<file path="src/rtl/enigma_pkg.sv">
`default_nettype none
// ============================================================================
// Module      : enigma_pkg
// Description : Shared Enigma datapath types, rotor wiring tables (wheels
//               I..III, forward and inverse) and the mod-26 add/sub helper
//               used by both the forward and return rotor paths.
// Contents    : letter_t, N_LETTERS, FWD_*/INV_* tables, mod26_add_sub(),
//               inv_wiring()
// Revision    : 1.0 - initial release
// ============================================================================
package enigma_pkg;

    typedef logic [4:0] letter_t;

    localparam int N_LETTERS = 26;

    // Forward wirings (entry contact -> exit contact), A = 0
    localparam letter_t FWD_I [N_LETTERS] = '{
        5'd4,  5'd10, 5'd12, 5'd5,  5'd11, 5'd6,  5'd3,  5'd16, 5'd21, 5'd25,
        5'd13, 5'd19, 5'd14, 5'd22, 5'd24, 5'd7,  5'd23, 5'd20, 5'd18, 5'd15,
        5'd0,  5'd8,  5'd1,  5'd17, 5'd2,  5'd9
    };
    localparam letter_t FWD_II [N_LETTERS] = '{
        5'd0,  5'd9,  5'd3,  5'd10, 5'd18, 5'd8,  5'd17, 5'd20, 5'd23, 5'd1,
        5'd11, 5'd7,  5'd22, 5'd19, 5'd12, 5'd2,  5'd16, 5'd6,  5'd25, 5'd13,
        5'd15, 5'd24, 5'd5,  5'd21, 5'd14, 5'd4
    };
    localparam letter_t FWD_III [N_LETTERS] = '{
        5'd1,  5'd3,  5'd5,  5'd7,  5'd9,  5'd11, 5'd2,  5'd15, 5'd17, 5'd19,
        5'd23, 5'd21, 5'd25, 5'd13, 5'd24, 5'd4,  5'd8,  5'd22, 5'd6,  5'd0,
        5'd10, 5'd12, 5'd20, 5'd18, 5'd16, 5'd14
    };

    // Inverse wirings (exit contact -> entry contact)
    // I   = UWYGADFPVZBECKMTHXSLRINQOJ
    localparam letter_t INV_I [N_LETTERS] = '{
        5'd20, 5'd22, 5'd24, 5'd6,  5'd0,  5'd3,  5'd5,  5'd15, 5'd21, 5'd25,
        5'd1,  5'd4,  5'd2,  5'd10, 5'd12, 5'd19, 5'd7,  5'd23, 5'd18, 5'd11,
        5'd17, 5'd8,  5'd13, 5'd16, 5'd14, 5'd9
    };
    // II  = AJPCZWRLFBDKOTYUQGENHXMIVS
    localparam letter_t INV_II [N_LETTERS] = '{
        5'd0,  5'd9,  5'd15, 5'd2,  5'd25, 5'd22, 5'd17, 5'd11, 5'd5,  5'd1,
        5'd3,  5'd10, 5'd14, 5'd19, 5'd24, 5'd20, 5'd16, 5'd6,  5'd4,  5'd13,
        5'd7,  5'd23, 5'd12, 5'd8,  5'd21, 5'd18
    };
    // III = TAGBPCSDQEUFVNZHYIXJWLRKOM
    localparam letter_t INV_III [N_LETTERS] = '{
        5'd19, 5'd0,  5'd6,  5'd1,  5'd15, 5'd2,  5'd18, 5'd3,  5'd16, 5'd4,
        5'd20, 5'd5,  5'd21, 5'd13, 5'd25, 5'd7,  5'd24, 5'd8,  5'd23, 5'd9,
        5'd22, 5'd11, 5'd17, 5'd10, 5'd14, 5'd12
    };

    // (a + b + 26 - c) mod 26 for in-range operands. The 7-bit sum spans
    // 1..76, so at most one of the two conditional subtractions applies.
    function automatic letter_t mod26_add_sub(letter_t a, letter_t b, letter_t c);
        logic [6:0] w_sum;
        w_sum = {2'b00, a} + {2'b00, b} + 7'd26 - {2'b00, c};
        if (w_sum >= 7'd52) begin
            w_sum = w_sum - 7'd52;
        end else if (w_sum >= 7'd26) begin
            w_sum = w_sum - 7'd26;
        end
        return w_sum[4:0];
    endfunction

    // Inverse wiring lookup; an out-of-table index (only possible for a
    // letter already flagged as erroneous) returns 0 rather than indexing
    // past the table.
    function automatic letter_t inv_wiring(int wheel, letter_t idx);
        letter_t w_res;
        w_res = '0;
        if (idx < 5'(N_LETTERS)) begin
            case (wheel)
                1:       w_res = INV_I[idx];
                2:       w_res = INV_II[idx];
                default: w_res = INV_III[idx];
            endcase
        end
        return w_res;
    endfunction

endpackage
`default_nettype wire

</file>
<file path="src/rtl/enigma_return_path_if.sv">
`default_nettype none
// ============================================================================
// Module      : enigma_return_path_if
// Description : Input and output valid/ready channels of the return-path
//               rotor pipeline.
// Ports       : in_valid/in_ready/char_in/pos_*/ring_*  (letter in)
//               out_valid/out_ready/char_out/out_err     (letter out)
//               master = letter source / sink, slave = pipeline
// Revision    : 1.0 - initial release
// ============================================================================
interface enigma_return_path_if;
    import enigma_pkg::*;

    logic    in_valid;
    logic    in_ready;
    letter_t char_in;
    letter_t pos_l;
    letter_t pos_m;
    letter_t pos_r;
    letter_t ring_l;
    letter_t ring_m;
    letter_t ring_r;
    logic    out_valid;
    logic    out_ready;
    letter_t char_out;
    logic    out_err;

    modport master (
        output in_valid, char_in, pos_l, pos_m, pos_r, ring_l, ring_m, ring_r,
        output out_ready,
        input  in_ready, out_valid, char_out, out_err
    );

    modport slave (
        input  in_valid, char_in, pos_l, pos_m, pos_r, ring_l, ring_m, ring_r,
        input  out_ready,
        output in_ready, out_valid, char_out, out_err
    );

endinterface
`default_nettype wire

</file>
<file path="src/rtl/enigma_inv_rotor_stage.sv">
`default_nettype none
// ============================================================================
// Module      : enigma_inv_rotor_stage
// Description : One return-path rotor: inverse wiring with position/ring
//               offset, followed by its pipeline register slice.
// Ports       : clk, rst_n          clock, async active-low reset
//               i_advance           slice may load this cycle
//               i_valid/i_char/i_err  incoming letter
//               i_pos/i_ring        rotor position and ring setting
//               o_valid/o_char/o_err  registered letter
// Revision    : 1.0 - initial release
// ============================================================================
module enigma_inv_rotor_stage
    import enigma_pkg::*;
#(
    parameter int WHEEL = 1
) (
    input  wire     clk,
    input  wire     rst_n,
    input  wire     i_advance,
    input  wire     i_valid,
    input  letter_t i_char,
    input  wire     i_err,
    input  letter_t i_pos,
    input  letter_t i_ring,
    output logic    o_valid,
    output letter_t o_char,
    output logic    o_err
);

    letter_t w_contact;
    letter_t w_wired;
    letter_t w_result;

    logic    r_valid;
    letter_t r_char;
    logic    r_err;

    always_comb begin
        // Shift into the rotor frame, pass through the wiring, shift back.
        w_contact = mod26_add_sub(i_char, i_pos, i_ring);
        w_wired   = inv_wiring(WHEEL, w_contact);
        w_result  = i_err ? '0 : mod26_add_sub(w_wired, i_ring, i_pos);
    end

    always_ff @(posedge clk or negedge rst_n) begin
        if (!rst_n) begin
            r_valid <= 1'b0;
            r_char  <= '0;
            r_err   <= 1'b0;
        end else if (i_advance) begin
            r_valid <= i_valid;
            // Data only moves with a real letter, so a bubble never
            // disturbs the last value presented downstream.
            if (i_valid) begin
                r_char <= w_result;
                r_err  <= i_err;
            end
        end
    end

    assign o_valid = r_valid;
    assign o_char  = r_char;
    assign o_err   = r_err;

endmodule
`default_nettype wire

</file>
<file path="src/rtl/enigma_return_path.sv">
`default_nettype none
// ============================================================================
// Module      : enigma_return_path
// Description : Return-path rotor pipeline. The reflected letter passes
//               back through the left, middle and right rotors (inverse
//               wirings) in three valid/ready stages, one letter per cycle.
//               Rotor positions/rings travel with each letter.
// Ports       : clk    rising-edge clock
//               rst_n  asynchronous active-low reset
//               bus    enigma_return_path_if.slave (letter in / letter out)
// Revision    : 1.0 - initial release
// ============================================================================
module enigma_return_path
    import enigma_pkg::*;
#(
    parameter int WHEEL_L = 1,
    parameter int WHEEL_M = 2,
    parameter int WHEEL_R = 3
) (
    input  wire                  clk,
    input  wire                  rst_n,
    enigma_return_path_if.slave  bus
);

    logic    w_in_err;
    logic    w_s1_adv;
    logic    w_s2_adv;
    logic    w_s3_adv;

    logic    w_s1_valid;
    letter_t w_s1_char;
    logic    w_s1_err;
    logic    w_s2_valid;
    letter_t w_s2_char;
    logic    w_s2_err;
    logic    w_s3_valid;
    letter_t w_s3_char;
    logic    w_s3_err;

    // Settings still needed by later stages: {pos_m, ring_m, pos_r, ring_r}
    logic [19:0] r_s1_carry;
    // {pos_r, ring_r}
    logic [9:0]  r_s2_carry;

    always_comb begin
        w_in_err = (bus.char_in >= 5'(N_LETTERS)) |
                   (bus.pos_l   >= 5'(N_LETTERS)) |
                   (bus.pos_m   >= 5'(N_LETTERS)) |
                   (bus.pos_r   >= 5'(N_LETTERS)) |
                   (bus.ring_l  >= 5'(N_LETTERS)) |
                   (bus.ring_m  >= 5'(N_LETTERS)) |
                   (bus.ring_r  >= 5'(N_LETTERS));

        // Back-pressure ripples combinationally from out_ready to in_ready;
        // an empty stage always advances, so bubbles collapse.
        w_s3_adv = !w_s3_valid || bus.out_ready;
        w_s2_adv = !w_s2_valid || w_s3_adv;
        w_s1_adv = !w_s1_valid || w_s2_adv;
    end

    always_ff @(posedge clk or negedge rst_n) begin
        if (!rst_n) begin
            r_s1_carry <= '0;
            r_s2_carry <= '0;
        end else begin
            if (w_s1_adv && bus.in_valid) begin
                r_s1_carry <= {bus.pos_m, bus.ring_m, bus.pos_r, bus.ring_r};
            end
            if (w_s2_adv && w_s1_valid) begin
                r_s2_carry <= r_s1_carry[9:0];
            end
        end
    end

    enigma_inv_rotor_stage #(.WHEEL(WHEEL_L)) u_stage_l (
        .clk       (clk),
        .rst_n     (rst_n),
        .i_advance (w_s1_adv),
        .i_valid   (bus.in_valid),
        .i_char    (bus.char_in),
        .i_err     (w_in_err),
        .i_pos     (bus.pos_l),
        .i_ring    (bus.ring_l),
        .o_valid   (w_s1_valid),
        .o_char    (w_s1_char),
        .o_err     (w_s1_err)
    );

    enigma_inv_rotor_stage #(.WHEEL(WHEEL_M)) u_stage_m (
        .clk       (clk),
        .rst_n     (rst_n),
        .i_advance (w_s2_adv),
        .i_valid   (w_s1_valid),
        .i_char    (w_s1_char),
        .i_err     (w_s1_err),
        .i_pos     (r_s1_carry[19:15]),
        .i_ring    (r_s1_carry[14:10]),
        .o_valid   (w_s2_valid),
        .o_char    (w_s2_char),
        .o_err     (w_s2_err)
    );

    enigma_inv_rotor_stage #(.WHEEL(WHEEL_R)) u_stage_r (
        .clk       (clk),
        .rst_n     (rst_n),
        .i_advance (w_s3_adv),
        .i_valid   (w_s2_valid),
        .i_char    (w_s2_char),
        .i_err     (w_s2_err),
        .i_pos     (r_s2_carry[9:5]),
        .i_ring    (r_s2_carry[4:0]),
        .o_valid   (w_s3_valid),
        .o_char    (w_s3_char),
        .o_err     (w_s3_err)
    );

    assign bus.in_ready  = w_s1_adv;
    assign bus.out_valid = w_s3_valid;
    assign bus.char_out  = w_s3_char;
    assign bus.out_err   = w_s3_err;

endmodule
`default_nettype wire

</file>
<file path="src/flat_wrapper.sv">
// flat-port wrapper written by rule: the top's interface ports become plain ports
module enigma_return_path_flat import enigma_pkg::*;
#(
    parameter int WHEEL_L = 1,
    parameter int WHEEL_M = 2,
    parameter int WHEEL_R = 3
)
  (clk, rst_n, bus_in_valid, bus_char_in, bus_pos_l, bus_pos_m, bus_pos_r, bus_ring_l, bus_ring_m, bus_ring_r, bus_out_ready, bus_in_ready, bus_out_valid, bus_char_out, bus_out_err);
  enigma_return_path_if bus_i ();
  input  wire clk;
  input  wire rst_n;
  input wire logic [$bits(bus_i.in_valid)-1:0] bus_in_valid;
  input wire logic [$bits(bus_i.char_in)-1:0] bus_char_in;
  input wire logic [$bits(bus_i.pos_l)-1:0] bus_pos_l;
  input wire logic [$bits(bus_i.pos_m)-1:0] bus_pos_m;
  input wire logic [$bits(bus_i.pos_r)-1:0] bus_pos_r;
  input wire logic [$bits(bus_i.ring_l)-1:0] bus_ring_l;
  input wire logic [$bits(bus_i.ring_m)-1:0] bus_ring_m;
  input wire logic [$bits(bus_i.ring_r)-1:0] bus_ring_r;
  input wire logic [$bits(bus_i.out_ready)-1:0] bus_out_ready;
  output wire logic [$bits(bus_i.in_ready)-1:0] bus_in_ready;
  output wire logic [$bits(bus_i.out_valid)-1:0] bus_out_valid;
  output wire logic [$bits(bus_i.char_out)-1:0] bus_char_out;
  output wire logic [$bits(bus_i.out_err)-1:0] bus_out_err;
  assign bus_i.in_valid = bus_in_valid;
  assign bus_i.char_in = bus_char_in;
  assign bus_i.pos_l = bus_pos_l;
  assign bus_i.pos_m = bus_pos_m;
  assign bus_i.pos_r = bus_pos_r;
  assign bus_i.ring_l = bus_ring_l;
  assign bus_i.ring_m = bus_ring_m;
  assign bus_i.ring_r = bus_ring_r;
  assign bus_i.out_ready = bus_out_ready;
  assign bus_in_ready = bus_i.in_ready;
  assign bus_out_valid = bus_i.out_valid;
  assign bus_char_out = bus_i.char_out;
  assign bus_out_err = bus_i.out_err;
  enigma_return_path #(.WHEEL_L(WHEEL_L), .WHEEL_M(WHEEL_M), .WHEEL_R(WHEEL_R)) u_core (.clk(clk), .rst_n(rst_n), .bus(bus_i));
endmodule
</file>
<file path="config.mk">
export PLATFORM = sky130hd
export DESIGN_NAME = enigma_return_path_flat
export DESIGN_NICKNAME = d
export VERILOG_FILES = /design/src/rtl/enigma_pkg.sv /design/src/rtl/enigma_return_path_if.sv /design/src/rtl/enigma_inv_rotor_stage.sv /design/src/rtl/enigma_return_path.sv /design/src/flat_wrapper.sv
export SDC_FILE = /design/constraint.sdc
export NUM_CORES = 1
export LEC_CHECK = 0
export CORE_ASPECT_RATIO = 1.75
export CORE_MARGIN = 2
export CORE_UTILIZATION = 55
export CTS_BUF_LIST = sky130_fd_sc_hd__clkbuf_4 sky130_fd_sc_hd__clkbuf_8 sky130_fd_sc_hd__clkbuf_16
export DETAILED_ROUTE_END_ITERATION = 7
export PLACE_DENSITY = 0.8
export SKIP_CTS_REPAIR_TIMING = 1
export SLEW_MARGIN = 20
export SYNTH_ARGS = -nofsm -noshare
export SYNTH_HDL_FRONTEND = slang
export SYNTH_HIERARCHICAL = 1
export SYNTH_SLANG_ARGS = --single-unit
</file>
<file path="constraint.sdc">
create_clock -name clk -period 8.15 [get_ports clk]
set_clock_uncertainty 0.05 [all_clocks]
set_input_delay 0.815 -clock clk [delete_from_list [all_inputs] [get_ports clk]]
set_output_delay 0.815 -clock clk [all_outputs]
set_load 0.05 [all_outputs]
</file>
# Word-level counts from Yosys, hierarchy flattened
# Memory sizes are Yosys's and may differ from the RTL's.
# Cells that the tools add are included.
# word_totals
word_cells	113
romBits	480
memories	3
output_inout_bits	8
ff_bits	51
inputBits	39
# classes
mux	24
bitwise_logic	9
addsub	30
order_cmp	25
n_reduce_logical	11
# mem_list
name	depth	width	read_ports	rd_clocked_by_memory_dff	write_ports	line	source
(name not given)	32	5	1	0	0	enigma_pkg.sv:75	1: w_res = INV_I[idx];
(name not given)	32	5	1	0	0	enigma_pkg.sv:76	2: w_res = INV_II[idx];
(name not given)	32	5	1	0	0	enigma_pkg.sv:77	default: w_res = INV_III[idx];
# ops
op	n
2-to-1 mux 5 bit	24
subtractor 5 bit (second input constant)	12
>= comparator 7 x 5 -> 1 bit (second input constant)	6
>= comparator 7 x 6 -> 1 bit (second input constant)	6
subtractor 7 x 5 -> 7 bit	6
adder 5 x 5 -> 6 bit	6
>= comparator 5 bit (second input constant)	7
adder 6 x 5 -> 7 bit (second input constant)	3
adder 7 x 5 -> 7 bit (second input constant)	3
>= comparator 6 bit (second input constant)	3
NOT 5 -> 6 bit	3
less-than comparator 5 bit (second input constant)	3
OR 1 bit	6
AND reduction 2 bit	3
logical NOT 1 bit	3
logical OR 1 bit	3
logical AND 1 bit	2

# Depth between registers and ports, before layout
# Gate-level depths: netlist of the first run.
# depth
ltp_word	18
depth_mapped	35
ltp_nobuf	34

# Cells and area by module
# The synthesis of the first run kept the hierarchy.
# modules_own_cells
mod	seq_area_each_um2	cells_per_inst	n_inst	area_each_um2
enigma_inv_rotor_stage at u_core.u_stage_m	175.2	257	1	2127.0
enigma_inv_rotor_stage at u_core.u_stage_l	175.2	258	1	2098.3
enigma_inv_rotor_stage at u_core.u_stage_r	175.2	220	1	1863.0
enigma_return_path	750.7	76	1	1323.8

# Worst setup path before layout of the first run
# OpenSTA, ideal clock, no wires.
# synth_path
path_type	reg2reg
startpoint	register u_core.r_s1_carry[11]
endpoint	register u_core.u_stage_m.r_char[4], in the netlist u_core/u_stage_m/o_char[4]
stages_incl_launch_ff	33
period_less_slack_ns	8.147
required_time_ns	7.976
arrival_ns	7.974
slack_ns	0.003
setup_time_ns	0.124
n_path_buf	1
cell_sequence	dfrtp_1 > ha_1 > inv_1 > fa_1 > ha_1 > inv_1 > fa_1 > clkinv_1 > ha_1 > a31oi_1 > nand2_1 > a31oi_1 > buf_2 > nand2_1 > xnor2_1 > inv_1 > ha_1 > mux2_4 > mux4_2 > fa_1 > inv_1 > ha_1 > inv_1 > fa_1 > xnor2_1 > inv_1 > ha_1 > inv_1 > o311ai_0 > a31oi_1 > nor3b_1 > mux2i_1 > a211o_1
# synth_via
elab_chain_cells	16
elab_cells_between_ends	23
classes_between	add/sub (8); order compare (5); mux (8); bitwise (1); memory (1)
# synth_lines
element	line	source
start, declared	enigma_return_path.sv:41	logic [19:0] r_s1_carry;
start signal, assigned	enigma_return_path.sv:67	r_s1_carry <= {bus.pos_m, bus.ring_m, bus.pos_r, bus.ring_r};
subtractor 7 x 5 -> 7 bit	enigma_pkg.sv:58	w_sum = {2'b00, a} + {2'b00, b} + 7'd26 - {2'b00, c};
>= comparator 7 x 5 -> 1 bit or subtractor 5 bit (tied branches)	enigma_pkg.sv:61, enigma_pkg.sv:62	
2-to-1 mux 5 bit	enigma_pkg.sv:61	end else if (w_sum >= 7'd26) begin
2-to-1 mux 5 bit	enigma_pkg.sv:59	if (w_sum >= 7'd52) begin
NOT 5 -> 6 bit	n/a	
memory read (32 x 5 bit)	n/a	
2-to-1 mux 5 bit (not written as such) (2 in series)	enigma_pkg.sv:76	
2-to-1 mux 5 bit	enigma_pkg.sv:73	if (idx < 5'(N_LETTERS)) begin
adder 5 x 5 -> 6 bit (*)	enigma_pkg.sv:58	
adder 6 x 5 -> 7 bit (*)	enigma_pkg.sv:58	
subtractor 7 x 5 -> 7 bit (*)	enigma_pkg.sv:58	
>= comparator 7 x 5 -> 1 bit or subtractor 5 bit (tied branches)	enigma_pkg.sv:61, enigma_pkg.sv:62	
2-to-1 mux 5 bit	enigma_pkg.sv:61	
2-to-1 mux 5 bit (*)	enigma_pkg.sv:59	
2-to-1 mux 5 bit (*)	enigma_inv_rotor_stage.sv:43	w_result = i_err ? '0 : mod26_add_sub(w_wired, i_ring, i_pos);
end signal, assigned	enigma_inv_rotor_stage.sv:56	r_char <= w_result;
end, declared	enigma_inv_rotor_stage.sv:36	letter_t r_char;
# Mark *: on every way between the ends. The rest lies on a longest branch, timed or not. The select of a mux whose other input is x is not followed.
# A chain may end at the register's enable or synchronous reset.

# Worst setup path in the final report of the first run
# layout_path
startpoint	register u_core.u_stage_l.r_char[1], in the netlist u_core/u_stage_l/o_char[1]
endpoint	register u_core.u_stage_m.r_char[4], in the netlist u_core/u_stage_m/o_char[4]
# layout_via
elab_chain_cells	18
elab_cells_between_ends	25
classes_between	add/sub (10); order compare (5); mux (8); bitwise (1); memory (1)
# layout_lines
element	line
start, declared	enigma_inv_rotor_stage.sv:36
start signal, assigned	enigma_inv_rotor_stage.sv:56
adder 5 x 5 -> 6 bit (*)	enigma_pkg.sv:58
adder 7 x 5 -> 7 bit (*)	enigma_pkg.sv:58
subtractor 7 x 5 -> 7 bit (*)	enigma_pkg.sv:58
>= comparator 7 x 5 -> 1 bit or subtractor 5 bit (tied branches)	enigma_pkg.sv:61, enigma_pkg.sv:62
2-to-1 mux 5 bit	enigma_pkg.sv:61
2-to-1 mux 5 bit (*)	enigma_pkg.sv:59
NOT 5 -> 6 bit	n/a
memory read (32 x 5 bit)	n/a
2-to-1 mux 5 bit (not written as such) (2 in series)	enigma_pkg.sv:76
2-to-1 mux 5 bit (*)	enigma_pkg.sv:73
adder 5 x 5 -> 6 bit (*)	enigma_pkg.sv:58
adder 6 x 5 -> 7 bit (*)	enigma_pkg.sv:58
subtractor 7 x 5 -> 7 bit (*)	enigma_pkg.sv:58
>= comparator 7 x 5 -> 1 bit or subtractor 5 bit (tied branches)	enigma_pkg.sv:61, enigma_pkg.sv:62
2-to-1 mux 5 bit	enigma_pkg.sv:61
2-to-1 mux 5 bit (*)	enigma_pkg.sv:59
2-to-1 mux 5 bit (*)	enigma_inv_rotor_stage.sv:43
# Marked as above.

==> run_results.csv, run 1 <==
group,metric,value,unit
global_routing,grt_max_degree,52,
yosys,synth-edff-count,0,
yosys,ys_seq_elements,51,
clocking,numCtsBuffers,5,
floorplan,die_x,91.8,um
outcome,status,"completed",
critical_path,arrival,7.92,ns
cells_and_area,nNetsFinal,1080,
clocking,root_buffer,"clkbuf_16",
placement,gp_congestion,0.929,
critical_path,critPathTopFamily,"adder cells",
placement,dpl_cell_area,8230,um^2
placement,dp_cells,1051,
critical_path,r2r-end,"u_core/u_stage_m/o_char[4]$_DFFE_PN0P_",
placement,dp_hpwl,14100,um
routing,wl,17200,um
timing,slew_violations,0,
floorplan,num_rows,56,
timing,fin_crit,7.79,ns
hold_path,hold_end,"u_core/u_stage_r/o_char[2]$_DFFE_PN0P_",
global_routing,grt_pass1_vias,6393,
timing,setup_viol,0,
global_routing,grt_pass1_wl,29000,um
clocking,cts_tree,"yes",
critical_path,rr_worst_depth,35,
routing,num_vias,6190,
yosys,synth_cells,811,
clocking,cts_num_sinks,51,
floorplan,core-area,13300,um^2
timing,worst_pin_slew,0.764,ns
cells_and_area,finalInstanceArea,8490,um^2
hold_path,hold_class,"register to register",
global_routing,grt_usage,0.244,
yosys,synth_nets,1002,
routing,drt_iter0_drc,192,
critical_path,slowest_delay,0.51,ns
timing,hold_violations,0,
critical_path,rrSetupSlack,0.36,ns
hold_path,hold_start,"u_core/u_stage_r/o_char[2]$_DFFE_PN0P_",
placement,portBuffers,46,
yosys,ys.flop_type,"dfrtp_1",
cells_and_area,area_growth,14.6,%
yosys,seq_area_frac_synth,0.172,
cells_and_area,stdcell_count,1063,
critical_path,cp.buffers_inverters,11,
timing,fin_crit_sh,0.956,
critical_path,critPathLaunchType,"register",
job,drv_cap,0,
global_routing,grt_overflow_total,0,
clocking,clk_latency,0.29,ns
routing,drc_errors,0,
critical_path,required,8.28,ns
routing,wl_per_cell,16.2,um
cells_and_area,drive_gt1_frac,0.146,
floorplan,fp.dieArea,14500,um^2
clocking,h-tree-depth,2,
routing,ant_nets,0,
cells_and_area,antenna_cells,0,
yosys,yosysUniqueCellTypes,97,
critical_path,cp_common_cell,"inv_1",
critical_path,endpoint_kind,"register",
floorplan,fp.dieH,158,um
routing,dr.pass1.iters,6,
yosys,synth_area_per_cell,9.14,um^2
hold_path,hold_depth,2,
yosys,syn-cell-area,7410,um^2
clocking,clock_path_buffers,2,
critical_path,cp_slowest_cell,"fa_1",
timing,relSlewSlack,0.489,
clocking,clkSlewWorstSetupHoldPaths,0.07,ns
critical_path,critPathKind,"register to register",
critical_path,path_max_fanout,7,
yosys,async_flop_share,1.00,
global_routing,antenna_found_initial,0,
floorplan,start_util,0.557,
floorplan,boundaryPins,47,
timing,fmax,128,MHz
routing,vias_per_cell,5.82,
critical_path,rr_startpoint,"u_core/u_stage_l/o_char[1]$_DFFE_PN0P_",
yosys,yosys_warnings,6,
[tightest hold or removal path, stage by stage, from the launching register on]
cell and delay, ns:
dfrtp_1 0.34, nand2_1 0.05, o31ai_1 0.05
[logic make-up (layout without fill, tap and decap cells)]
kind of cell / count (synthesis) / count (layout) / share of synthesized area
fa+ha+maj: 152 / 152 / 0.287
simple gates: 163 / 163 / 0.121
mux: 49 / 49 / 0.0847
xor+xnor: 37 / 37 / 0.0468
flops: 51 / 51 / 0.172
compound gates: 200 / 200 / 0.200
buf+inv: 159 / 237 / 0.0881
[area by class of cell]
type | count | area [um^2]
multi-input combinational | 601 | 5540
fill | 1095 | 4820
sequential | 51 | 1280
timing repair buffer | 85 | 748
inverter | 145 | 547
tap | 174 | 218
clock buffer | 5 | 125
clock inverter | 2 | 37.5
[synthesized netlist by cell type, types with 5 or more instances]
library cell    n  area (um^2)
xor2_1          5         43.8
nor4_1          5         31.3
o21bai_1        5         37.5
nor3_1         16         80.1
a22o_1          5         43.8
xnor2_1        29          254
o21a_1          6         45.0
a21oi_1        27          135
nor3b_1         5         37.5
nor2_1         28          105
mux2_2         16          180
a21o_1         14          105
nand3_1        15         75.1
a31oi_1        15         93.8
dfrtp_1        51         1280
nand2_1        33          124
or3_1           6         37.5
inv_1         142          533
buf_2           5         25.0
mux2i_1        11          110
o31ai_1         7         52.6
a211oi_1        7         52.6
fa_1           30          601
nand2b_1       11         68.8
o211ai_1       17          128
nor2b_1         7         43.8
and3_1          6         37.5
o21ai_0        36          180
mux2_4         21          315
ha_1          122         1530
[cells in the final DEF (no fill, tap or decap), types with 6 or more instances in the layout]
cell	n
a211oi_1	6
a21o_1	14
a21oi_1	26
a31oi_1	14
and3_1	6
buf_4	39
clkdlybuf4s50_1	45
dfrtp_1	51
fa_1	29
ha_1	122
inv_1	141
mux2_2	16
mux2_4	21
mux2i_1	11
nand2_1	33
nand2b_1	11
nand3_1	15
nor2_1	28
nor2b_1	7
nor3_1	16
o211ai_1	17
o21a_1	6
o21ai_0	36
o31ai_1	7
or3_1	6
xnor2_1	27
[per-stage QoR]
stage | setup TNS [ns] | setup WS (ns) | hold slack [ns] | utilization
floorplan | 0 | 0.00251 | 0.399 | -
global placement | 0 | 0.182 | 0.413 | 0.619
detailed placement | 0 | 0.0140 | 0.417 | 0.619
CTS | 0 | 0.0564 | 0.432 | 0.631
global route | -0.0879 | -0.0375 | 0.471 | 0.638
finish | 0 | 0.358 | 0.427 | 0.638
[how the worst max path moves through the flow]
stage,from,to,slack [ns],cells past startpoint
4_1_cts,u_core/u_stage_l/o_char[1]$_DFFE_PN0P_,u_core/u_stage_m/o_char[4]$_DFFE_PN0P_,0.06,35
2_1_floorplan,u_core/r_s1_carry[11]$_DFFE_PN0P_,u_core/u_stage_m/o_char[4]$_DFFE_PN0P_,0.003,32
5_1_grt,bus_char_in[1],u_core/u_stage_l/o_char[2]$_DFFE_PN0P_,-0.04,35
3_3_place_gp,u_core/u_stage_l/o_char[1]$_DFFE_PN0P_,u_core/u_stage_m/o_char[4]$_DFFE_PN0P_,0.18,35
6_report,u_core/u_stage_l/o_char[1]$_DFFE_PN0P_,u_core/u_stage_m/o_char[4]$_DFFE_PN0P_,0.36,35
3_5_place_dp,bus_char_in[1],u_core/u_stage_l/o_char[2]$_DFFE_PN0P_,0.01,36
[registers in the layout, summed over array words and instances, names as in the netlist]
name	flops
u_core/u_stage_m/o_valid	1
u_core/u_stage_m/o_err	1
u_core/u_stage_r/o_err	1
u_core/u_stage_l/o_char	5
u_core/u_stage_l/o_err	1
u_core/u_stage_r/o_valid	1
u_core/r_s1_carry	20
u_core/u_stage_l/o_valid	1
u_core/u_stage_r/o_char	5
u_core/r_s2_carry	10
u_core/u_stage_m/o_char	5
[routing by layer]
| layer | routed length (um) | vias up | track usage |
|---|---|---|---|
| li1 | - | 3012 | - |
| met1 | 6400 | 3001 | 0.252 |
| met2 | 9810 | 131 | 0.496 |
| met3 | 427 | 46 | 0.0205 |
| met4 | 617 | 0 | 0.0981 |
| met5 | 0 | - | 0 |
Power of run 1 is left out: the tool's default activity adds up to more than one toggle a clock period on the data nets, which glitch-free logic cannot reach.
==> run 2, diff against run 1 <==
- DONT_BUFFER_PORTS: default -> 1
- PLACE_DENSITY: 0.8 -> 0.75
==> run 2 against run 1 <==
Compared with the run above: sequential share of layout area grew 1.1 points; first-iteration DRC count grew 5.7%; fmax grew 0.86%; design area shrank 7.0%; via count shrank 5.3%; final cell count shrank 5.7%; core utilization shrank 4.5 points; worst hold slack lost 0.27 ns; critical endpoint is now u_core/u_stage_r/o_char[3]$_DFFE_PN0P_; highest routed layer unchanged.
==> run_results.csv, run 2 (same netlist as run 1, synthesis figures left out) <==
group,metric,value,unit
cells_and_area,layout_commonest_cell,"inv_1",
routing,wl,16800,um
clocking,clkSlewWorstSetupHoldPaths,0.07,ns
placement,portBuffers,0,
timing,setup_slack,0.424,ns
critical_path,cp_slowest_cell,"fa_1",
critical_path,required,8.28,ns
critical_path,critPathKind,"register to register",
clocking,cts_num_sinks,51,
global_routing,grt_usage,0.234,
routing,drc_errors,0,
clocking,cts_tree,"yes",
job,drv_cap,0,
routing,num_vias,5864,
timing,fmax,129,MHz
critical_path,arrival,7.85,ns
global_routing,grt_overflow_total,0,
floorplan,fp.dieH,158,um
timing,hold_violations,0,
critical_path,critPathLaunchType,"register",
cells_and_area,layout_common_cells,"inv_1, ha_1, dfrtp_1",
global_routing,grt_max_degree,52,
timing,relSlewSlack,0.511,
routing,dr.pass1.iters,4,
timing,slew_violations,0,
placement,dp_hpwl,13800,um
placement,gp_congestion,0.940,
cells_and_area,area_growth,6.53,%
routing,vias_per_cell,5.85,
timing,setup_viol,0,
global_routing,antenna_found_initial,0,
cells_and_area,largestRegisters,"u_core/r_s1_carry: 20 flops, u_core/r_s2_carry: 10 flops",
placement,pre_cts_ws,0.171,ns
critical_path,path_max_fanout,6,
cells_and_area,antenna_cells,0,
routing,wl_per_cell,16.7,um
floorplan,core-area,13300,um^2
global_routing,grt_pass1_vias,6001,
floorplan,num_rows,56,
clocking,root_buffer,"clkbuf_16",
timing,fin_crit,7.73,ns
cells_and_area,top_register,"u_core/r_s1_carry",
hold_path,hold_class,"input port to asynchronous set/reset pin",
floorplan,boundaryPins,47,
routing,ant_nets,0,
critical_path,endpoint_kind,"register",
clocking,clk_latency,0.29,ns
critical_path,slowest_delay,0.69,ns
clocking,clock_path_buffers,2,
timing,fin_crit_sh,0.948,
global_routing,grt_pass1_wl,27600,um
timing,rsz0062_at_grt,"yes",
cells_and_area,drive_gt1_frac,0.132,
floorplan,start_util,0.557,
clocking,h-tree-depth,2,
outcome,status,"completed",
timing,worst_pin_slew,0.731,ns
floorplan,die_x,91.8,um
floorplan,fp.dieArea,14500,um^2
cells_and_area,nNetsFinal,1019,
clocking,numCtsBuffers,5,
routing,drt_iter0_drc,203,
cells_and_area,largest_reg_flops,20,
==> run 2: cell count changes in the layout (fill, tap and decap cells not counted), sizes merged <==
cell           change
clkbuf             +1
buf               -16
clkdlybuf4s50     -45
clkinvlp           -1
==> run 2: final timing paths <==
path	to	cells after the start	slack, ns	from
max in group asynchronous	u_core/r_s2_carry[3]$_DFFE_PN0P_	0	7.79	rst_n
min in group clk	u_core/u_stage_l/o_char[0]$_DFFE_PN0P_	2	0.43	u_core/u_stage_l/o_char[0]$_DFFE_PN0P_
min	u_core/u_stage_m/o_err$_DFFE_PN0P_	0	0.16	rst_n
max	u_core/u_stage_r/o_char[3]$_DFFE_PN0P_	29	0.42	u_core/u_stage_m/o_char[1]$_DFFE_PN0P_
max reg2reg	u_core/u_stage_r/o_char[3]$_DFFE_PN0P_	29	0.42	u_core/u_stage_m/o_char[1]$_DFFE_PN0P_
min reg2reg	u_core/u_stage_l/o_char[0]$_DFFE_PN0P_	2	0.43	u_core/u_stage_l/o_char[0]$_DFFE_PN0P_
==> run 2: cell type report <==
| class | instances | area [um^2] |
|---|---|---|
| multi-input cells | 601 | 5510 |
| fillers | 1221 | 5420 |
| flip-flops and latches | 51 | 1280 |
| inverters | 145 | 547 |
| well taps | 174 | 218 |
| repair buffers | 24 | 180 |
| clock buffers | 6 | 133 |
| clock inverters | 1 | 30.0 |
==> run 2: per-stage QoR <==
step                area (um^2)  hold slack (ns)  setup TNS [ns]  utilization  std cells
floorplan                  7410            0.399               0            -        811
finish                     7900            0.161               0        0.593       1002
global placement           7700            0.416               0        0.579        995
detailed placement         7700            0.421               0        0.579        995
global route               7900            0.156         -0.0877        0.593       1002
CTS                        7870            0.156               0        0.591       1002
==> run 2: routing by layer <==
| layer | global-route usage | vias to the layer above | share of wire |
|---|---|---|---|
| li1 | - | 2881 | - |
| met1 | 0.234 | 2857 | 0.37 |
| met2 | 0.489 | 99 | 0.57 |
| met3 | 0.0286 | 27 | 0.031 |
| met4 | 0.0704 | 0 | 0.024 |
| met5 | 0 | - | 0 |
==> run 2: worst max-delay path, delay by kind of cell, from the launching register on <==
family,cells,cell delay (ns)
buffers and inverters,6,0.43
adders and majority gates,10,3.72
AOI/OAI and AO/OA,10,2.14
and+or+nand+nor,3,0.93
DFF,1,0.35
Power of run 2 is left out for the same reason.
==> run 3, diff against run 2 <==
- SLEW_MARGIN: 20 -> default
==> results of run 3 <==
Final layout, timing and power as in run 2 (identical DEF).
Power of run 3 is left out for the same reason.
